[src/rtl/irq_timer_bank_pkg.sv]
// Shared constants and types for the multi-channel timer and interrupt controller.
package irq_timer_pkg;

  localparam int CTRL_EN       = 0;
  localparam int CTRL_PERIODIC = 1;
  localparam int CTRL_MASK     = 2;

  localparam int DEFAULT_N_CH       = 8;
  localparam int DEFAULT_CNT_W      = 28;
  localparam int DEFAULT_PERIOD     = 10;
  localparam bit DEFAULT_RESET_EN0  = 1'b1;

  typedef struct packed {
    logic mask_en;
    logic periodic;
    logic enable;
  } ctrl_t;

  // Index width never collapses to zero, even for a single channel.
  function automatic int id_width(input int n);
    return (n > 1) ? $clog2(n) : 1;
  endfunction

endpackage

[src/rtl/irq_timer_bank_if.sv]
// CPU-facing configuration, acknowledge and interrupt signals of the timer bank.
interface irq_timer_bank_if
  import irq_timer_pkg::*;
#(
  parameter int N_CH  = DEFAULT_N_CH,
  parameter int CNT_W = DEFAULT_CNT_W,
  parameter int ID_W  = id_width(N_CH)
);

  logic             cfg_we;
  logic [ID_W-1:0]  cfg_sel;
  logic [CNT_W-1:0] cfg_period;
  logic [2:0]       cfg_ctrl;
  logic             irq_ack;
  logic [ID_W-1:0]  ack_id;
  logic             irq;
  logic [ID_W-1:0]  irq_id;
  logic [N_CH-1:0]  interruptions;
  logic [N_CH-1:0]  overrun;

  modport master (
    output cfg_we, cfg_sel, cfg_period, cfg_ctrl, irq_ack, ack_id,
    input  irq, irq_id, interruptions, overrun
  );

  modport slave (
    input  cfg_we, cfg_sel, cfg_period, cfg_ctrl, irq_ack, ack_id,
    output irq, irq_id, interruptions, overrun
  );

endinterface

[src/rtl/irq_timer_bank_timer_channel.sv]
// One timer channel: counter, period and control registers plus a terminal-event pulse.
module timer_channel
  import irq_timer_pkg::*;
#(
  parameter int         CNT_W      = DEFAULT_CNT_W,
  parameter int         DEF_PERIOD = DEFAULT_PERIOD,
  parameter logic [2:0] RESET_CTRL = 3'b000
) (
  input  logic             clk,
  input  logic             reset,
  input  logic             load,
  input  logic [CNT_W-1:0] load_period,
  input  logic [2:0]       load_ctrl,
  output logic             mask_en,
  output logic             tick
);

  logic [CNT_W-1:0] cnt;
  logic [CNT_W-1:0] period;
  logic [2:0]       ctrl;
  logic             running;
  logic             terminal;

  always_comb begin
    running  = ctrl[CTRL_EN] && (period != '0);
    terminal = running && (cnt == period - CNT_W'(1));
    // A config write on the terminal cycle swallows that event.
    tick     = terminal && !load;
    mask_en  = ctrl[CTRL_MASK];
  end

  always_ff @(posedge clk or negedge reset) begin
    if (!reset) begin
      cnt    <= '0;
      period <= CNT_W'(DEF_PERIOD);
      ctrl   <= RESET_CTRL;
    end else if (load) begin
      cnt    <= '0;
      period <= load_period;
      ctrl   <= load_ctrl;
    end else if (terminal) begin
      cnt <= '0;
      if (!ctrl[CTRL_PERIODIC]) ctrl[CTRL_EN] <= 1'b0;
    end else if (running) begin
      cnt <= cnt + CNT_W'(1);
    end else begin
      cnt <= '0;
    end
  end

endmodule

[src/rtl/irq_timer_bank.sv]
// Multi-channel timer bank with pending/overrun tracking and a lowest-index priority interrupt.
module irq_timer_bank
  import irq_timer_pkg::*;
#(
  parameter int N_CH       = DEFAULT_N_CH,
  parameter int CNT_W      = DEFAULT_CNT_W,
  parameter int DEF_PERIOD = DEFAULT_PERIOD,
  parameter bit RESET_EN0  = DEFAULT_RESET_EN0
) (
  input logic               clk,
  input logic               reset,
  irq_timer_bank_if.slave   bus
);

  localparam int ID_W = id_width(N_CH);

  logic [N_CH-1:0] tick;
  logic [N_CH-1:0] mask_en;
  logic [N_CH-1:0] pending;
  logic [N_CH-1:0] overrun;
  logic [N_CH-1:0] ack_hit;
  logic [N_CH-1:0] eligible;
  logic            any_eligible;
  logic [ID_W-1:0] low_id;
  logic            irq_q;
  logic [ID_W-1:0] irq_id_q;

  for (genvar ch = 0; ch < N_CH; ch++) begin : g_ch
    timer_channel #(
      .CNT_W      (CNT_W),
      .DEF_PERIOD (DEF_PERIOD),
      .RESET_CTRL ((ch == 0 && RESET_EN0) ? 3'b111 : 3'b000)
    ) u_ch (
      .clk         (clk),
      .reset       (reset),
      .load        (bus.cfg_we && (bus.cfg_sel == ID_W'(ch))),
      .load_period (bus.cfg_period),
      .load_ctrl   (bus.cfg_ctrl),
      .mask_en     (mask_en[ch]),
      .tick        (tick[ch])
    );
  end

  // Out-of-range ack_id matches no channel, so it falls out naturally.
  always_comb begin
    ack_hit      = '0;
    eligible     = pending & mask_en;
    any_eligible = |eligible;
    low_id       = '0;
    for (int i = 0; i < N_CH; i++) begin
      ack_hit[i] = bus.irq_ack && (bus.ack_id == ID_W'(i));
    end
    for (int i = N_CH - 1; i >= 0; i--) begin
      if (eligible[i]) low_id = ID_W'(i);
    end
  end

  // A new event beats a same-cycle ack; the ack still consumes the old event, so no overrun.
  always_ff @(posedge clk or negedge reset) begin
    if (!reset) begin
      pending <= '0;
      overrun <= '0;
    end else begin
      for (int i = 0; i < N_CH; i++) begin
        if (tick[i])         pending[i] <= 1'b1;
        else if (ack_hit[i]) pending[i] <= 1'b0;
        if (ack_hit[i])                  overrun[i] <= 1'b0;
        else if (tick[i] && pending[i])  overrun[i] <= 1'b1;
      end
    end
  end

  always_ff @(posedge clk or negedge reset) begin
    if (!reset) begin
      irq_q    <= 1'b0;
      irq_id_q <= '0;
    end else begin
      irq_q <= any_eligible;
      if (any_eligible) irq_id_q <= low_id;
    end
  end

  assign bus.irq           = irq_q;
  assign bus.irq_id        = irq_id_q;
  assign bus.interruptions = pending;
  assign bus.overrun       = overrun;

endmodule

[src/flat_wrapper.sv]
// flat-port wrapper written by rule: the top's interface ports become plain ports
module irq_timer_bank_flat import irq_timer_pkg::*;
#(
  parameter int N_CH       = DEFAULT_N_CH,
  parameter int CNT_W      = DEFAULT_CNT_W,
  parameter int DEF_PERIOD = DEFAULT_PERIOD,
  parameter bit RESET_EN0  = DEFAULT_RESET_EN0
)
  (clk, reset, bus_cfg_we, bus_cfg_sel, bus_cfg_period, bus_cfg_ctrl, bus_irq_ack, bus_ack_id, bus_irq, bus_irq_id, bus_interruptions, bus_overrun);
  irq_timer_bank_if #(.N_CH(N_CH), .CNT_W(CNT_W)) bus_i ();
  input logic clk;
  input logic reset;
  input wire logic [$bits(bus_i.cfg_we)-1:0] bus_cfg_we;
  input wire logic [$bits(bus_i.cfg_sel)-1:0] bus_cfg_sel;
  input wire logic [$bits(bus_i.cfg_period)-1:0] bus_cfg_period;
  input wire logic [$bits(bus_i.cfg_ctrl)-1:0] bus_cfg_ctrl;
  input wire logic [$bits(bus_i.irq_ack)-1:0] bus_irq_ack;
  input wire logic [$bits(bus_i.ack_id)-1:0] bus_ack_id;
  output wire logic [$bits(bus_i.irq)-1:0] bus_irq;
  output wire logic [$bits(bus_i.irq_id)-1:0] bus_irq_id;
  output wire logic [$bits(bus_i.interruptions)-1:0] bus_interruptions;
  output wire logic [$bits(bus_i.overrun)-1:0] bus_overrun;
  assign bus_i.cfg_we = bus_cfg_we;
  assign bus_i.cfg_sel = bus_cfg_sel;
  assign bus_i.cfg_period = bus_cfg_period;
  assign bus_i.cfg_ctrl = bus_cfg_ctrl;
  assign bus_i.irq_ack = bus_irq_ack;
  assign bus_i.ack_id = bus_ack_id;
  assign bus_irq = bus_i.irq;
  assign bus_irq_id = bus_i.irq_id;
  assign bus_interruptions = bus_i.interruptions;
  assign bus_overrun = bus_i.overrun;
  irq_timer_bank #(.N_CH(N_CH), .CNT_W(CNT_W), .DEF_PERIOD(DEF_PERIOD), .RESET_EN0(RESET_EN0)) u_core (.clk(clk), .reset(reset), .bus(bus_i));
endmodule
[config.mk]
export PLATFORM = sky130hd
export DESIGN_NAME = irq_timer_bank_flat
export DESIGN_NICKNAME = d
export VERILOG_FILES = /design/src/rtl/irq_timer_bank_pkg.sv /design/src/rtl/irq_timer_bank_if.sv /design/src/rtl/irq_timer_bank_timer_channel.sv /design/src/rtl/irq_timer_bank.sv /design/src/flat_wrapper.sv
export SDC_FILE = /design/constraint.sdc
export NUM_CORES = 1
export LEC_CHECK = 0
export ABC_AREA = 1
export BUFFER_PORTS_ARGS = -buffer_cell sky130_fd_sc_hd__buf_2
export CAP_MARGIN = 20
export CORE_MARGIN = 2
export CORE_UTILIZATION = 35
export CTS_BUF_LIST = sky130_fd_sc_hd__clkbuf_4
export DETAILED_ROUTE_END_ITERATION = 10
export PLACE_DENSITY = 0.53
export SLEW_MARGIN = 20
export SYNTH_ARGS = -nofsm -noshare
export SYNTH_HDL_FRONTEND = slang
export SYNTH_SLANG_ARGS = --single-unit
export TNS_END_PERCENT = 5
[constraint.sdc]
create_clock -name clk -period 2.94 [get_ports clk]
set_clock_uncertainty 0.2 [all_clocks]
set_input_delay 0.735 -clock clk [delete_from_list [all_inputs] [get_ports clk]]
set_output_delay 0.735 -clock clk [all_outputs]
set_load 0.005 [all_outputs]
==> impl_results.md <==
* # IOs at 61
* Vias per inst at between 4 and 5
* Max Clock Freq at 366 MHz
* Slowest CP cell: dfrtp_1
* Outcome: finished, final reports clean
* CTS buffer count at 147
* FF-to-FF path depth at 15
* Synth area leader: dfrtp_1
* CP required at 3.63 ns
* Actual slew at the worst max-slew pin at between 0.8 and 0.9 ns
* Setup WS pre-CTS at 0.174 ns
* Layout Utilization at between 40 and 50%
* Main combinational cell family by area after synthesis: simple AND/OR/NAND/NOR gates
* First-pass GRT wire length at 153 mm
* Detailed Place HPWL at 71.8 mm
* Net Count, Synth at 4403
* Maximum net fanout on the critical path at 10
* Worst Hold Depth at 5
* Worst R2R Setup Slack at 0.21 ns
* Unrepaired setup endpoints after global routing: yes
* Global Route Usage Sum at a little over a fifth
* Hold Path Class: in2reg
* Ratio of final minimum period to clock period at about 93%
* Footprint of the multi-input gates at 16700 um^2
* Setup violations, final at 0
* Via Count at 28000
* Leak pwr at 16.6 nW
* Synth Area per Inst at 7.19 um^2
* Post-synth top area share at 37.9%
* CP Class: reg2reg
* Synth warnings at 0
* DRC at 0
* Synth area leaders: dfrtp_1 38%, nand2_1 15%, nor2_1 8.3%
* Synth Flop Type: dfrtp_1
* TritonCTS clock tree: yes
* FF-to-FF Start: u_core.g_ch[3].u_ch.period[0]$_DFFE_PN0P_
* Gate Count Post-Synth at ~4300
* Max incr delay on CP at 0.40 ns
* Latest clock arrival within the worst-skew pair at 1.04 ns
* Ys async rst share at 100%
* Clk sinks at between 400 and 500
* Core footprint at 88400 um^2
* Drt total wl at 98.3 mm
* Reg-to-Reg End: u_core.g_ch[3].u_ch.cnt[5]$_DFF_PN0_
* Max cap viols at 0
* GP Congestion at 0.950
* Post-Synth Simple-Gate Area at 35.9%
* WP buf/inv at 2
* CP endpoint kind: flip-flop
* Hold Path Sink: u_core.g_ch[3].u_ch.period[14]$_DFFE_PN0P_
* Post-synthesis register bit count at 492
* Max Slew Vio Count at 0
* GRT overflow at 0
* Crit path max-delay family: simple AND/OR/NAND/NOR gates
* Clk slew on worst S/H paths at 0.08 ns
* Row Count at 109
* Min-delay src: bus_cfg_sel[1]
* Mux contribution to synthesized area at 0%
* EDFF count, synth at 0
* CP Launch Type: flip-flop
* Synthesized area at 31200 um^2
* Slew margin rel. at a little over two fifths
* CP Cell Sequence: inv_1, nand3_2, nor2_4, nand3_2, nor2_1, nand2_1, nand2_1, nand2_1, nor2_1, nand2_1, nor2_1, nand3_1, nand3_2, buf_4, nor2_1
* Count of input and output buffers at 60
* Root buffer cell: clkbuf_4
* Htree depth at 4
* Post-synthesis sequential area ratio at 39.5%
* Final hold slack at 0.141 ns
* Synth Area in XOR/XNOR at a little over a tenth
* Max Buffers Root-to-Sink at 3
* Initial antenna violation count at 4
* Die ar. at 91500 um^2
* Post-DRT Antenna Nets at 0
* Iteration count of the initial detailed-routing pass at 7
* FILL cells at 9480
* Setup TNS at 0 ns
* Count of cell types in the netlist at 60
* Final setup margin at 0.211 ns
* VDD IR max at between 0.3 and 0.4 mV
* Die height at between 300 and 400 um
* Post-Synth Adder-Cell Area at 0.963%
* Area Growth Syn to Fin at 13.4%
* Fin crit period at 2.73 ns
* Hold Fails Final Rpt at 0
* DR WL/cell at 16.9 um
* Die width at 303 um
* Layout cell share with drive strength beyond 1 at 12.8%
* Iteration-0 DRC Markers at ~1900
* Compound-gate portion of the synthesized area at 5.45%
* Initial core utilization at a little over a third
* Largest net degree at the start of global routing at 94
* Critical path arrival at 3.42 ns
* NumNets Final at 4609
* Storage cell area at 12300 um^2
* Pwr/cell area at between 500 and 600 nW/um^2
* Vias in the first global route at 27200
area by class of cell:
cell class              count  share of cell area, %
repair buffers            150                   3.41
multi-input cells        3287                   47.2
clock buffers             222                   4.71
inverters                 466                   4.94
flip-flops and latches    492                   34.9
diodes                      3                 0.0212
clock inverters            48                  0.732
well taps                1165                   4.12
worst register-to-register path, delay by kind of cell, from the launching register on:
family | cells | cell delay (ns)
buf+inv | 2 | 0.38
flops | 1 | 0.40
simple gates | 13 | 1.62
cells in the final DEF (no fill, tap or decap), drive strengths merged, types with 13 or more instances in the layout:
cell type	Yosys	routed
nand3b	28	28
nand2	1231	1231
clkbuf	68	222
dfstp	19	19
o21ai	276	276
nand3	265	266
inv	461	466
dlygate4sd3	0	33
nand4	91	91
buf	26	117
nor2	800	800
dfrtp	473	473
nor4	13	13
a21oi	18	18
ha	24	24
or2	32	32
nor3	84	84
clkinv	5	43
xnor2	114	114
xor2	265	265
what timing repair did:
action / in CTS / in global routing
hold buffers: 34 / 0
hold endpoints to repair: 639 / 0
setup endpoints to repair: 0 / 85
setup buffers: 0 / 4
gates resized for setup: 0 / 12
routing by layer:
metal	part of all wire [%]	GRT usage [%]	vias up
li1	-	-	14100
met2	43	33.1	716
met3	6.7	5.14	191
met4	3.3	8.30	2
met1	47	30.1	12900
met5	0.011	0	-
how the worst max path moves through the flow:
| stage | start | endpoint | slack, ns | cells past startpoint |
|---|---|---|---|---|
| 3_3_place_gp | u_core.g_ch[7].u_ch.period[0]$_DFFE_PN0P_ | u_core.g_ch[7].u_ch.cnt[19]$_DFF_PN0_ | 0.23 | 17 |
| 2_1_floorplan | u_core.g_ch[7].u_ch.period[1]$_DFFE_PN1P_ | u_core.g_ch[7].u_ch.cnt[10]$_DFF_PN0_ | 0.49 | 16 |
| 6_report | u_core.g_ch[3].u_ch.period[0]$_DFFE_PN0P_ | u_core.g_ch[3].u_ch.cnt[5]$_DFF_PN0_ | 0.21 | 15 |
| 4_1_cts | u_core.g_ch[3].u_ch.period[0]$_DFFE_PN0P_ | u_core.g_ch[3].u_ch.ctrl[0]$_DFFE_PN0P_ | 0.12 | 15 |
| 3_5_place_dp | u_core.g_ch[3].u_ch.period[0]$_DFFE_PN0P_ | u_core.g_ch[3].u_ch.ctrl[0]$_DFFE_PN0P_ | 0.17 | 15 |
| 5_1_grt | u_core.g_ch[3].u_ch.period[0]$_DFFE_PN0P_ | u_core.g_ch[3].u_ch.cnt[10]$_DFF_PN0_ | -0.05 | 14 |
synthesized netlist by cell type, types with 3 or more instances:
master and number:
and2_1 6, nor2_4 16, buf_4 5, nor3_1 67, o21ai_0 271, nor3_2 17
o21a_1 3, nand4_2 3, inv_1 459, dfrtp_1 473, a21o_1 3, xnor3_1 3
nor2_1 686, nor2_2 96, clkinv_1 5, clkbuf_1 57, nand3b_1 28, buf_2 7
nand2_2 23, xor2_1 265, nand2_1 1206, ha_1 24, o21ai_1 4, or2_2 26
o21bai_1 9, a21oi_1 18, nand3_2 14, dfstp_2 19, xnor2_1 114, nand3_1 249
o22ai_1 6, nor4_1 11, clkbuf_2 11, nand4_1 87, or2_0 4, buf_6 10
flip-flops by register name, summed over array words and instances (netlist names):
name and count:
u_core.bus.irq_id 3, u_core.bus.overrun 8, u_core.g_ch.u_ch.period 224, u_core.bus.interruptions 8, u_core.g_ch.u_ch.ctrl 24, u_core.g_ch.u_ch.cnt 224, u_core.bus.irq 1
per-stage QoR:
stage / instances / total power, mW / instance area (um^2)
after floorplan: 4338 / 11.9 / 31200
after global placement: 5521 / 13.5 / 33000
after detailed placement: 5521 / 13.5 / 33000
after CTS: 5825 / 20.6 / 35300
after global routing: 5831 / 21.8 / 35400
final: 5833 / 20.3 / 35400
where the power goes:
group | internal, mW | switching (mW) | leakage (nW)
registers | 7.55 | 0.986 | 6.44
clock network | 3.56 | 3.30 | 1.13
logic | 1.77 | 3.18 | 8.98
total | 12.9 | 7.46 | 16.6
logic make-up after synthesis:
group	count (synthesis)
compound gates	324
flops	492
xor+xnor	383
simple gates	2555
fa+ha+maj	24
buf+inv	560
(Power assumes the default switching activity.)
